[config.mk]
export PLATFORM = sky130hd
export DESIGN_NAME = conv_seq_ctrl
export DESIGN_NICKNAME = d
export VERILOG_FILES = /design/src/rtl/conv_seq_pkg.sv /design/src/rtl/conv_seq_out_track.sv /design/src/rtl/conv_seq_ctrl.sv
export SDC_FILE = /design/constraint.sdc
export NUM_CORES = 1
export LEC_CHECK = 0
export CORE_ASPECT_RATIO = 1.2
export CORE_MARGIN = 10
export CORE_UTILIZATION = 45
export CTS_CLUSTER_DIAMETER = 30
export DETAILED_ROUTE_END_ITERATION = 8
export PLACE_DENSITY = 0.74
export SYNTH_ARGS = -nofsm -noshare
export SYNTH_HDL_FRONTEND = slang
export SYNTH_SLANG_ARGS = --single-unit
[constraint.sdc]
create_clock -name clk -period 4.7 [get_ports clk]
set_input_delay 0.94 -clock clk [delete_from_list [all_inputs] [get_ports clk]]
set_output_delay 0.94 -clock clk [all_outputs]
set_load 0.05 [all_outputs]
[src/rtl/conv_seq_pkg.sv]
// Shared definitions for the 3x3 convolver sequencer: state codes, minimum
// image dimension, default tap count and the line-buffer fill length.
package conv_seq_pkg;

  localparam logic [2:0] ST_IDLE     = 3'd0;
  localparam logic [2:0] ST_LOAD_FLT = 3'd1;
  localparam logic [2:0] ST_FILL     = 3'd2;
  localparam logic [2:0] ST_RUN      = 3'd3;
  localparam logic [2:0] ST_DRAIN    = 3'd4;
  localparam logic [2:0] ST_DONE     = 3'd5;

  localparam int MIN_DIM      = 4;
  localparam int FLT_TAPS_DEF = 9;

  // Pixels needed before the first full 3x3 window: two rows plus three.
  function automatic logic [31:0] fill_len(input logic [31:0] w);
    return (w << 1) + 32'd3;
  endfunction

endpackage

[src/rtl/conv_seq_out_track.sv]
// Tracks which mac_enable cycles produce a valid 3x3 window and re-times
// that qualification by MAC_LAT cycles to line up with output_mac.
module conv_seq_out_track
  import conv_seq_pkg::*;
#(
  parameter int DIM_W   = 8,
  parameter int MAC_LAT = 3
) (
  input  logic             clk,
  input  logic             rst,
  input  logic             cnt_clr_i,
  input  logic             flush_i,
  input  logic             mac_en_i,
  input  logic [DIM_W-1:0] w_i,
  input  logic [DIM_W-1:0] h_i,
  output logic             out_valid_o,
  output logic             out_last_o
);

  localparam logic [DIM_W-1:0] ONE   = DIM_W'(1);
  localparam logic [DIM_W-1:0] TWO   = DIM_W'(2);
  localparam logic [DIM_W-1:0] THREE = DIM_W'(3);

  logic [DIM_W-1:0] c_q, r_q;
  logic [MAC_LAT-1:0] vld_p;
  logic [DIM_W-1:0] c_p [MAC_LAT];
  logic [DIM_W-1:0] r_p [MAC_LAT];

  always_ff @(posedge clk or negedge rst) begin
    if (!rst) begin
      c_q <= '0;
      r_q <= '0;
    end else if (cnt_clr_i) begin
      c_q <= '0;
      r_q <= '0;
    end else if (mac_en_i) begin
      if (c_q == w_i - ONE) begin
        c_q <= '0;
        r_q <= r_q + ONE;
      end else begin
        c_q <= c_q + ONE;
      end
    end
  end

  // Stage boundary: window position travels MAC_LAT cycles with its enable.
  always_ff @(posedge clk or negedge rst) begin
    if (!rst) begin
      vld_p <= '0;
    end else if (flush_i) begin
      vld_p <= '0;
    end else begin
      vld_p[0] <= mac_en_i;
      for (int i = 1; i < MAC_LAT; i++) vld_p[i] <= vld_p[i-1];
    end
  end

  always_ff @(posedge clk) begin
    c_p[0] <= c_q;
    r_p[0] <= r_q;
    for (int i = 1; i < MAC_LAT; i++) begin
      c_p[i] <= c_p[i-1];
      r_p[i] <= r_p[i-1];
    end
  end

  assign out_valid_o = vld_p[MAC_LAT-1] && (c_p[MAC_LAT-1] < w_i - TWO);
  assign out_last_o  = out_valid_o && (r_p[MAC_LAT-1] == h_i - THREE) &&
                       (c_p[MAC_LAT-1] == w_i - THREE);

endmodule

[src/rtl/conv_seq_ctrl.sv]
// Sequencer for one 3x3 line-buffer convolver: loads taps, streams one image,
// qualifies results. Define CONV_SEQ_CTRL_PERF_EN to add perf counters.
module conv_seq_ctrl
  import conv_seq_pkg::*;
#(
  parameter int DATA_W   = 16,
  parameter int ACC_W    = 36,
  parameter int DIM_W    = 8,
  parameter int FLT_TAPS = FLT_TAPS_DEF,
  parameter int MAC_LAT  = 3
) (
  input  logic              clk,
  input  logic              rst,
  input  logic              start,
  input  logic [DIM_W-1:0]  img_w,
  input  logic [DIM_W-1:0]  img_h,
  output logic              busy,
  output logic              done,
  output logic              err,
  input  logic              flt_valid,
  output logic              flt_ready,
  input  logic [DATA_W-1:0] flt_data,
  input  logic              pix_valid,
  output logic              pix_ready,
  input  logic [DATA_W-1:0] pix_data,
  output logic              shifting_filter,
  output logic [DATA_W-1:0] input_filter,
  output logic              shifting_line,
  output logic              line_buffer_reset,
  output logic [DIM_W-1:0]  row_length,
  output logic [DATA_W-1:0] input_line,
  output logic              mac_enable,
  input  logic [ACC_W-1:0]  output_mac,
  output logic              out_valid,
  output logic [ACC_W-1:0]  out_data,
  output logic              out_last
`ifdef CONV_SEQ_CTRL_PERF_EN
  ,
  output logic [31:0]       perf_cycles,
  output logic [15:0]       perf_flt_stall
`endif
);

  localparam int CW  = 2 * DIM_W;
  localparam int FCW = $clog2(FLT_TAPS + 1);

  logic [2:0]       state_q, state_d;
  logic [CW-1:0]    cnt_q, cnt_d;
  logic [CW-1:0]    pix_cnt_q, tot_pix_q, fill_len_q, run_len_q;
  logic [FCW-1:0]   flt_cnt_q;
  logic [DIM_W-1:0] w_q, h_q, row_len_q;
  logic             err_q, err_d;
  logic             dims_ok, job_go, underrun, pix_acc, trk_clr;

  assign dims_ok = (img_w >= DIM_W'(MIN_DIM)) && (img_h >= DIM_W'(MIN_DIM));
  assign job_go  = (state_q == ST_IDLE) && start && dims_ok;

  always_comb begin
    state_d           = state_q;
    cnt_d             = cnt_q;
    err_d             = 1'b0;
    busy              = (state_q != ST_IDLE);
    done              = 1'b0;
    flt_ready         = 1'b0;
    shifting_filter   = 1'b0;
    shifting_line     = 1'b0;
    line_buffer_reset = 1'b0;
    pix_ready         = 1'b0;
    mac_enable        = 1'b0;
    underrun          = 1'b0;
    case (state_q)
      ST_IDLE: begin
        line_buffer_reset = 1'b1;
        cnt_d             = '0;
        if (start) begin
          if (dims_ok) state_d = ST_LOAD_FLT;
          else         err_d   = 1'b1;
        end
      end
      ST_LOAD_FLT: begin
        flt_ready         = 1'b1;
        shifting_filter   = flt_valid;
        line_buffer_reset = 1'b1;
        if (flt_valid && (flt_cnt_q == FCW'(FLT_TAPS - 1))) state_d = ST_FILL;
      end
      ST_FILL: begin
        pix_ready     = 1'b1;
        underrun      = !pix_valid;
        shifting_line = !underrun;
        if (underrun) begin
          state_d = ST_IDLE;
          err_d   = 1'b1;
          cnt_d   = '0;
        end else if (cnt_q == fill_len_q - 1'b1) begin
          state_d = ST_RUN;
          cnt_d   = '0;
        end else begin
          cnt_d = cnt_q + 1'b1;
        end
      end
      ST_RUN: begin
        // Once the whole image is in, the last cycles shift zeros.
        pix_ready     = (pix_cnt_q < tot_pix_q);
        underrun      = pix_ready && !pix_valid;
        shifting_line = !underrun;
        mac_enable    = !underrun;
        if (underrun) begin
          state_d = ST_IDLE;
          err_d   = 1'b1;
          cnt_d   = '0;
        end else if (cnt_q == run_len_q - 1'b1) begin
          state_d = ST_DRAIN;
          cnt_d   = '0;
        end else begin
          cnt_d = cnt_q + 1'b1;
        end
      end
      ST_DRAIN: begin
        if (cnt_q == CW'(MAC_LAT - 1)) begin
          state_d = ST_DONE;
          cnt_d   = '0;
        end else begin
          cnt_d = cnt_q + 1'b1;
        end
      end
      ST_DONE: begin
        done    = 1'b1;
        state_d = ST_IDLE;
      end
      default: state_d = ST_IDLE;
    endcase
  end

  assign pix_acc      = pix_ready && pix_valid;
  assign input_line   = pix_acc ? pix_data : '0;
  assign input_filter = flt_data;
  assign row_length   = row_len_q;
  assign err          = err_q;
  assign trk_clr      = (state_q == ST_FILL);
  assign out_data     = out_valid ? output_mac : '0;

  always_ff @(posedge clk or negedge rst) begin
    if (!rst) begin
      state_q <= ST_IDLE;
      cnt_q   <= '0;
      err_q   <= 1'b0;
    end else begin
      state_q <= state_d;
      cnt_q   <= cnt_d;
      err_q   <= err_d;
    end
  end

  always_ff @(posedge clk or negedge rst) begin
    if (!rst) begin
      w_q        <= '0;
      h_q        <= '0;
      row_len_q  <= '0;
      fill_len_q <= '0;
      run_len_q  <= '0;
      tot_pix_q  <= '0;
    end else if (job_go) begin
      w_q        <= img_w;
      h_q        <= img_h;
      row_len_q  <= img_w - DIM_W'(3);
      fill_len_q <= CW'(fill_len(32'(img_w)));
      run_len_q  <= (CW'(img_h) - CW'(2)) * CW'(img_w);
      tot_pix_q  <= CW'(img_h) * CW'(img_w);
    end
  end

  always_ff @(posedge clk or negedge rst) begin
    if (!rst) begin
      flt_cnt_q <= '0;
      pix_cnt_q <= '0;
    end else if (state_q == ST_IDLE) begin
      flt_cnt_q <= '0;
      pix_cnt_q <= '0;
    end else begin
      if ((state_q == ST_LOAD_FLT) && flt_valid) flt_cnt_q <= flt_cnt_q + 1'b1;
      if (pix_acc) pix_cnt_q <= pix_cnt_q + 1'b1;
    end
  end

  conv_seq_out_track #(
    .DIM_W   (DIM_W),
    .MAC_LAT (MAC_LAT)
  ) u_track (
    .clk         (clk),
    .rst         (rst),
    .cnt_clr_i   (trk_clr),
    .flush_i     (underrun),
    .mac_en_i    (mac_enable),
    .w_i         (w_q),
    .h_i         (h_q),
    .out_valid_o (out_valid),
    .out_last_o  (out_last)
  );

`ifdef CONV_SEQ_CTRL_PERF_EN
  logic [31:0] busy_cyc_q, perf_cycles_q;
  logic [15:0] flt_stall_q;

  always_ff @(posedge clk or negedge rst) begin
    if (!rst) begin
      busy_cyc_q    <= '0;
      perf_cycles_q <= '0;
      flt_stall_q   <= '0;
    end else begin
      if (state_q == ST_IDLE) begin
        busy_cyc_q <= '0;
        if (job_go) flt_stall_q <= '0;
      end else begin
        busy_cyc_q <= busy_cyc_q + 32'd1;
      end
      if ((state_q == ST_LOAD_FLT) && !flt_valid) flt_stall_q <= flt_stall_q + 16'd1;
      // The DONE cycle itself is still a busy cycle.
      if (state_q == ST_DONE) perf_cycles_q <= busy_cyc_q + 32'd1;
    end
  end

  assign perf_cycles    = perf_cycles_q;
  assign perf_flt_stall = flt_stall_q;
`else
  // Perf counters not built in this configuration.
`endif

endmodule

Word level (Yosys, flattened, before mapping)
Memory sizes are Yosys's and may differ from the RTL's.
Cells that the tools add are included.

storage, ports and cells
  logic and storage cells = 117
  register bits after elaboration = 131
  RAM bits = 48
  input port bits = 89
  output and inout port bits = 87
  memories kept = 2

cells by class
  add/sub/neg operators = 14
  eq/ne operators = 18
  order comparisons = 4
  muxes and demuxes = 41
  multiply operators = 2
  reduce and logical (&&, ||, !) cells = 22

memories
  memory       words  bits a word  rd ports  clocked after memory_dff  wr ports  line                      text
  u_track.c_p  3      8            3         0                         3         conv_seq_out_track.sv:26  logic [DIM_W-1:0] c_p [MAC_LAT];
  u_track.r_p  3      8            3         0                         3         conv_seq_out_track.sv:27  logic [DIM_W-1:0] r_p [MAC_LAT];

operators by type and width
  cell                   number
  $mux 16                8
  $pmux 16 s4            1
  $mux 8                 6
  $mux 36                1
  $add 16x1->16 const B  2
  $eq 16x16->1           2
  $sub 16x1->16 const B  2
  $sub 8x2->8 const B    4
  $mux 3                 9
  $eq 8x8->1             3
  $add 8x1->8 const B    2
  $eq 16x2->1 const B    1
  $ge 8x3->1 const B     2
  $lt 16x16->1           1
  $mul 8x8->16           1
  $mul 9x9->16           1
  $pmux 3 s5             1
  $add 9x2->10 const B   1
  $logic_and 1x1->1      10
  $mux 1                 9
  $sub 8x2->9 const B    1
  $lt 8x8->1             1
  $mux 4                 2
  $ne 2x2->1 const B     4
  18 further kinds       26

Depth between registers and ports, before layout
Gate-level depths: netlist (run 1).

  word-level depth = 6
  mapped depth = 22
  gate-level depth less buffers = 22

Modules after synthesis
A second synthesis (run 1) with hierarchy kept.

second synthesis, totals
  cells, all modules = 1570
  area, all modules = 13962.1 um2

by module, submodules not included
  module              cells each  sequential area each (um2)  times used  area an instance (um2)
  conv_seq_ctrl       1313        2577.5                      1           11125.7
  conv_seq_out_track  257         1436.4                      1           2836.5

Least setup slack after synthesis (run 1)
No wires, ideal clock.

  path type = in2reg
  start point = in img_h[3]
  end point = reg run_len_q[14]
  library setup time = 0.069 ns
  arrival = 5.597 ns
  data required time = 4.631 ns
  buffers on the path = 1
  setup slack = -0.966 ns
  stages = 21
  path through = nor3_1 > nand2b_1 > or3_1 > nor2_1 > clkbuf_1 > nand2_1 > fa_1 > inv_1 > fa_1 > fa_1 > inv_1 > fa_1 > inv_1 > ha_1 > inv_1 > a21oi_1 > o21a_1 > o21a_1 > o211a_1 > or3_1 > nand3_1

between the ends
  longest elaborated chain between the ends = 3
  elaborated cells between the ends (all ways) = 5
  classes of those cells = add/sub (1); mul (1); order compare (1); reduce/logical (2)

RTL lines
  element                                                               line                  text
  start, declared                                                       conv_seq_ctrl.sv:16   input logic [DIM_W-1:0] img_h,
  parallel branches: the longest is 3 deep, another holds $mul 9x9->16  n/a
  end signal, assigned                                                  conv_seq_ctrl.sv:167  run_len_q <= (CW'(img_h) - CW'(2)) * CW'(img_w);
  end, declared                                                         conv_seq_ctrl.sv:49   logic [CW-1:0] pix_cnt_q, tot_pix_q, fill_len_q, run_len_q;

Several ways; the timed one is not identified.
A chain may end at the register's enable or synchronous reset.

Final worst setup path (run 1)
  start point = in img_h[4]
  end point = reg run_len_q[12]

Same word-level chain as after synthesis.

==> results by group, run 1 <==
Yosys
  • Count of different cell masters after synthesis: 69
  • Synth warn: 0
  • Synth top area share: 0.216
  • Syn_nets: 1905
  • EDFF count, synth: 0
  • Dominant synthesized flop cell: dfrtp_1
  • Leading cell types by count after synthesis: inv_1, nand2_1, dfrtp_1
  • Most frequent cell after synthesis: inv_1
  • Mapped cell area: 14100 sq um
  • Sequential area share after synthesis: 0.284
  • Synth area leaders: dfrtp_1, fa_1, ha_1, dfxtp_1, inv_1
  • Synth Instances: 1616
  • Synth area leader: dfrtp_1
  • FFs w/ async S/R, synth: 0.718
  • Seq cells post-synth: 170
  • Mapped Avg Cell Area: 8.73 sq um

Worst setup path
  • Crit-path max FO: 3
  • CP Class: input pin to flop
  • WP data arrival: 5.38 ns
  • Critical Path RT: 5.04 ns
  • Startpoint types: input pin
  • Crit end category: flop

Clock network
  • H-Tree Level Count: 4
  • Maximum root-to-sink buffer count: 2
  • CTS tree: yes
  • # clock sinks: 170
  • CTS root buffer: clkbuf_16
  • CTS clk-pin slew, worst paths: 0.07 ns
  • Post-CTS Hold Fix Bufs: 0
  • Clk_lat worst skew: 0.43 ns
  • Total CTS buffers: 17

Cells and area
  • Sequential Area: 4010 sq um
  • Synthesis-to-finish area growth: 28.7%
  • Area of the multi-input gates: 9540 sq um
  • Layout fillers: 2558
  • N_diodes: 0
  • Fraction of layout cells with a size suffix above 1: 0.198
  • Final #Nets: 2136
  • Final cell count without fillers: 2256

Global routing
  • Largest net degree at the start of global routing: 56
  • Global-route wire length before repair: 61.7 mm
  • Vias in the first global route: 12569
  • Initial antenna violation count: 0
  • Gr ovfl total: 0
  • Tot GR Track Use: 0.188

Place
  • Port-buffer cells: 143
  • Cells after DPL: 2189
  • Final RePlAce weighted congestion: 0.895
  • DP Wirelength: 28.6 mm

Floorplan
  • Core ar.: 30700 sq um
  • Die ar.: 38900 sq um
  • DIE WIDTH: 182 microns
  • Chip height: 214 microns
  • Starting density of the core: 0.459
  • FP Rows: 70
  • IO Count: 176

Run status
  • Failing checks: negative setup slack
  • Status: finished, violations left

Flow run
  • Max cap viols: 0

STA
  • Final setup margin: -0.339 ns
  • Max-slew violations: 0
  • RSZ-0062 raised after global routing: true
  • # setup viols final: 6
  • Tightest Pin Transition: 0.967 ns
  • Tmin final: 5.04 ns
  • Final Hold Viols: 0
  • Final Cycle Share: 1.07
  • Max-slew headroom: 0.355
  • Fmax: 198 MHz
  • Setup tns final: -1.64 ns
  • Worst Skew: 0.0100 ns

Drt
  • Detailed Route WL: 37.0 mm
  • Iter 0 DRT Violations: 704
  • Routed len/inst: 16.4 microns
  • Pre-antenna DRT Iters: 5
  • DR vias: 12024
  • Post-DR vias/cell: 5.33
  • DRT antenna net count: 0
  • DRC viols: 0

Power
  • Pwr dens: 449 nW/um^2
  • Lkg Pwr: 8.67 nW
  • Worst VDD drop: 297 uV

Min path
  • Path type of the worst min-delay path: flop to flop
-- stage by stage --
step	power (W)	worst slack [ns]	hold WS, ns	cell area, sq um	util
2_1_floorplan	0.00519	-0.586	0.310	14500	-
3_3_place_gp	0.00624	-1.18	0.310	16800	0.548
3_5_place_dp	0.00639	-1.32	0.312	16800	0.548
4_1_cts	0.00798	-0.438	0.327	17900	0.584
5_1_grt	0.00883	-0.530	0.328	18200	0.591
6_report	0.00815	-0.339	0.321	18200	0.591
-- final timing paths --
kind	startpoint	to	slack [ns]	depth (start not counted)
worst max register to register	tot_pix_q[0]	cnt_q[15]	1.13	11
worst max-delay path	img_h[4]	run_len_q[12]	-0.34	23
worst min-delay path	u_track.c_p[0][4]	u_track.c_p[0][12]	0.32	0
worst min register to register	u_track.c_p[0][4]	u_track.c_p[0][12]	0.32	0
min in group asynchronous	rst	pix_cnt_q[0]	0.56	1
max in group asynchronous	rst	u_track.r_q[0]	3.14	2
-- where the power goes --
| part | switching [W] | internal (W) |
|---|---|---|
| registers | 0.000458 | 0.00181 |
| logic | 0.00238 | 0.00210 |
| clock network | 0.000632 | 0.000775 |
-- placed cells by master, fill, tap and decap left out, drive strengths merged, types with 24 or more instances in the layout --
cell,instances
nor2b,24
and2,69
buf,213
nand3,33
dfxtp,48
xnor2,73
nor3b,52
ha,114
nand2,187
dfrtp,122
fa,86
clkdlybuf4s50,82
xor2,56
inv,197
a21oi,43
nor2,73
nor3,33
o21ai,89
-- worst max-delay path, cell delays in order --
cell	delay, ns
buf_6	0.10
nor3_4	0.19
buf_6	0.13
nand2b_4	0.05
buf_6	0.11
nor2_4	0.11
xnor2_2	0.09
nand2b_4	0.16
fa_1	0.54
inv_1	0.05
fa_1	0.49
inv_1	0.05
fa_1	0.45
fa_1	0.49
inv_1	0.06
ha_4	0.21
o21ai_2	0.07
a21oi_2	0.08
o21a_1	0.19
o21a_1	0.23
o21a_1	0.21
o21a_1	0.20
o31ai_2	0.18
-- kinds of logic after synthesis --
| logic type | after synthesis | share of synthesized area |
|---|---|---|
| adders and majority gates | 200 | 0.223 |
| DFF | 170 | 0.284 |
| AOI/OAI and AO/OA | 232 | 0.104 |
| xor gates and xnor gates | 130 | 0.0817 |
| and+or+nand+nor | 586 | 0.217 |
| muxes | 9 | 0.00674 |
| buffers and inverters | 289 | 0.0831 |
-- area by class of cell --
class | instances | area share
tap | 396 | 0.0273
timing repair buffer | 310 | 0.153
inverter | 191 | 0.0403
clock inverter | 13 | 0.00744
sequential | 170 | 0.221
multi-input combinational | 1157 | 0.525
clock buffer | 19 | 0.0249
-- metal layers --
| metal | vias up | GRT usage | share of wire |
|---|---|---|---|
| met5 | - | 0 | 0 |
| met1 | 5836 | 0.220 | 0.41 |
| met2 | 336 | 0.334 | 0.51 |
| met4 | 0 | 0.0643 | 0.028 |
| li1 | 5778 | - | - |
| met3 | 74 | 0.0339 | 0.050 |
-- timing repair --
item / 4_1_cts / 5_1_grt
cloned: 1 / 0
resized for setup: 106 / 53
endpoints found under the setup margin: 25 / 52
setup buffers: 26 / 9
pin swaps: 79 / 40
-- sequential cells by signal, indices dropped and copies added, names as in the netlist, 4 cells and up --
| signal | flops |
|---|---|
| flt_cnt_q | 4 |
| u_track.r_p | 24 |
| cnt_q | 16 |
| u_track.c_p | 24 |
| fill_len_q | 8 |
| u_track.c_q | 8 |
| pix_cnt_q | 16 |
| u_track.r_q | 8 |
| h_q | 8 |
| row_length | 8 |
| tot_pix_q | 16 |
| w_q | 8 |
| run_len_q | 15 |
Note: power is estimated with default switching activity, not from simulation.
==> run 2, diff against run 1 <==
--- a/config.mk
+++ b/config.mk
@@ -5,7 +5,6 @@
 export SDC_FILE = /design/constraint.sdc
 export NUM_CORES = 1
 export LEC_CHECK = 0
-export CORE_ASPECT_RATIO = 1.2
 export CORE_MARGIN = 10
 export CORE_UTILIZATION = 45
 export CTS_CLUSTER_DIAMETER = 30
==> run 2 against run 1 <==
Effect of this change:
- core utilization down 0.57 points
- clock skew is 0.0018 ns higher
- cell count down 0.35%
- critical path type unchanged
- sequential share of layout area up 0.21 points
- setup slack got worse by 0.0012 ns
- the run still ends with negative setup slack left
- critical endpoint is now run_len_q[14]
==> results by group, run 2 (synthesis gave the netlist of run 1 again) <==
Cells and area
  • Final cell count without fillers: 2248
  • Top Registers: u_track.c_p x24, u_track.r_p x24
  • Fraction of layout cells with a size suffix above 1: 0.186
  • Area of the multi-input gates: 9450 sq um
  • Final #Nets: 2127
  • Commonest non-fill, non-tap cells in the layout: nand2_1, inv_1, buf_4
  • Synthesis-to-finish area growth: 27.5%
  • Layout fillers: 2580
  • Most common cell after layout, fill and taps aside: nand2_1
  • Sequential Area: 4010 sq um
  • Post-layout util: 0.585

Worst setup path
  • Reg2Reg Setup Slack: 1.19 ns
  • Crit-path max FO: 3
  • Critical Path RT: 5.07 ns
  • WP data arrival: 5.41 ns
  • Slowest Stage Delay on Critical Path: 0.56 ns
  • Critical R2R Capture: u_track.c_q[5]
  • Reg2reg path depth: 10
  • Crit-path slowest cell: fa_1
  • CP cell instances: buf_6, nor3_4, buf_6, nand2b_4, buf_6, nor2_4, xnor2_2, nand2b_4, fa_1, inv_2, fa_1, inv_2, fa_1, fa_1, inv_2, ha_4, o21ai_4, a21oi_2, o21a_1, o21a_1, o211a_1, or3_1, nand3_1
  • Most frequent CP cell: fa_1
  • RR Startpoint: w_q[2]
  • Crit end category: flop
  • Startpoint types: input pin
  • CP Class: input pin to flop

Place
  • Final RePlAce weighted congestion: 0.877
  • Port-buffer cells: 143
  • Cells after DPL: 2189
  • DP Wirelength: 28.4 mm

Floorplan
  • Chip height: 197 microns
  • Core ar.: 30700 sq um
  • Die ar.: 38800 sq um
  • DIE WIDTH: 197 microns
  • FP Rows: 64
  • IO Count: 176
  • Starting density of the core: 0.459

Global routing
  • Vias in the first global route: 11855
  • Largest net degree at the start of global routing: 67
  • Global-route wire length before repair: 59.3 mm
  • Tot GR Track Use: 0.186
  • Initial antenna violation count: 1
  • Met1 usage: 0.234
  • Gr ovfl total: 0
  • Top Usage Layer GRT: met2
  • Met3 Use GR: 0.0315
  • GR Layer Usage met2: 0.318

STA
  • Final Cycle Share: 1.07
  • Tmin final: 5.04 ns
  • Max-slew headroom: 0.317
  • Final setup margin: -0.340 ns
  • # setup viols final: 7
  • Worst Skew: 0.0118 ns
  • Max-slew violations: 0
  • Final Hold Viols: 0
  • Fmax: 198 MHz
  • Tightest Pin Transition: 1.02 ns
  • RSZ-0062 raised after global routing: true

Clock network
  • Maximum root-to-sink buffer count: 2
  • CTS root buffer: clkbuf_16
  • CTS clk-pin slew, worst paths: 0.07 ns
  • # clock sinks: 170
  • Clk_lat worst skew: 0.44 ns
  • H-Tree Level Count: 4
  • Total CTS buffers: 17
  • CTS tree: yes

Drt
  • Detailed Route WL: 36.4 mm
  • DRC viols: 0
  • Post-DR vias/cell: 5.31
  • Iter 0 DRT Violations: 680
  • DRT antenna net count: 0
  • Routed len/inst: 16.2 microns
  • DR vias: 11943
  • Pre-antenna DRT Iters: 5

Run status
  • Status: finished, violations left
  • Failing checks: negative setup slack

Min path
  • Hold EP: u_track.r_p[0][22]
  • HP Start: u_track.r_p[0][14]
  • Worst Hold Depth: 0
  • Path type of the worst min-delay path: flop to flop

Power
  • Worst VDD drop: 331 uV
  • Pwr dens: 445 nW/um^2
  • Pwr Total: 0.00800 W
  • Lkg Pwr: 8.52 nW

Flow run
  • Max cap viols: 0
## run 2: changes by cell type in the layout (fill, tap and decap cells not counted), sizes merged
cell / change
buf: -11
bufbuf: -1
clkbuf: -1
clkdlybuf4s15: -1
clkdlybuf4s50: +5
clkinv: +3
clkinvlp: -1
diode: +1
dlygate4sd2: +2
dlymetal6s2s: -3
inv: -1
## run 2: area by class of cell
type,instances,area share
Clock inverter,14,0.00891
Antenna cell,1,0.000139
Timing Repair Buffer,301,0.150
Clock buffer,18,0.0244
Sequential cell,170,0.223
Multi-Input combinational cell,1157,0.525
Tap cell,396,0.0276
Inverter,191,0.0401
## run 2: worst max-delay path, delay by kind of cell
family / cells / cell delay [ns]
xor gates and xnor gates: 1 / 0.09
adders and majority gates: 5 / 2.28
and+or+nand+nor: 6 / 0.87
AOI/OAI and AO/OA: 5 / 0.76
buffers and inverters: 6 / 0.47
## run 2: stage by stage
stage / area [sq um] / hold slack [ns] / setup slack, ns / setup TNS, ns
2_1_floorplan: 14500 / 0.310 / -0.586 / -2.37
3_3_place_gp: 16900 / 0.311 / -1.19 / -13.76
3_5_place_dp: 16900 / 0.312 / -1.24 / -15.03
4_1_cts: 17900 / 0.327 / -0.376 / -1.27
5_1_grt: 18000 / 0.325 / -0.518 / -2.81
6_report: 18000 / 0.323 / -0.340 / -1.44
## run 2: repair_timing
action	in CTS	in global routing
pin swaps	69	25
hold buffers	0	0
resized for setup	84	35
setup endpoints to repair	16	31
setup buffers	23	3
gates cloned	0	1
## run 2: worst max path at each step
stage,to,from,cells past startpoint
2_1_floorplan,run_len_q[14],img_h[3],21
3_3_place_gp,run_len_q[14],img_h[3],22
3_5_place_dp,run_len_q[14],img_h[1],23
4_1_cts,run_len_q[12],img_h[4],23
5_1_grt,run_len_q[12],img_h[1],24
6_report,run_len_q[14],img_h[5],23
## run 2: layer usage
metal  wire length (microns)  share of wire
met1                   15800           0.43
met5                       0              0
met3                    1960          0.054
met2                   17800           0.49
met4                     835          0.023
## run 2: report_power, final
group	internal (W)	switching (W)
Combinational	0.00202	0.00230
Clock	0.000767	0.000639
Sequential	0.00181	0.000466
Total	0.00459	0.00340
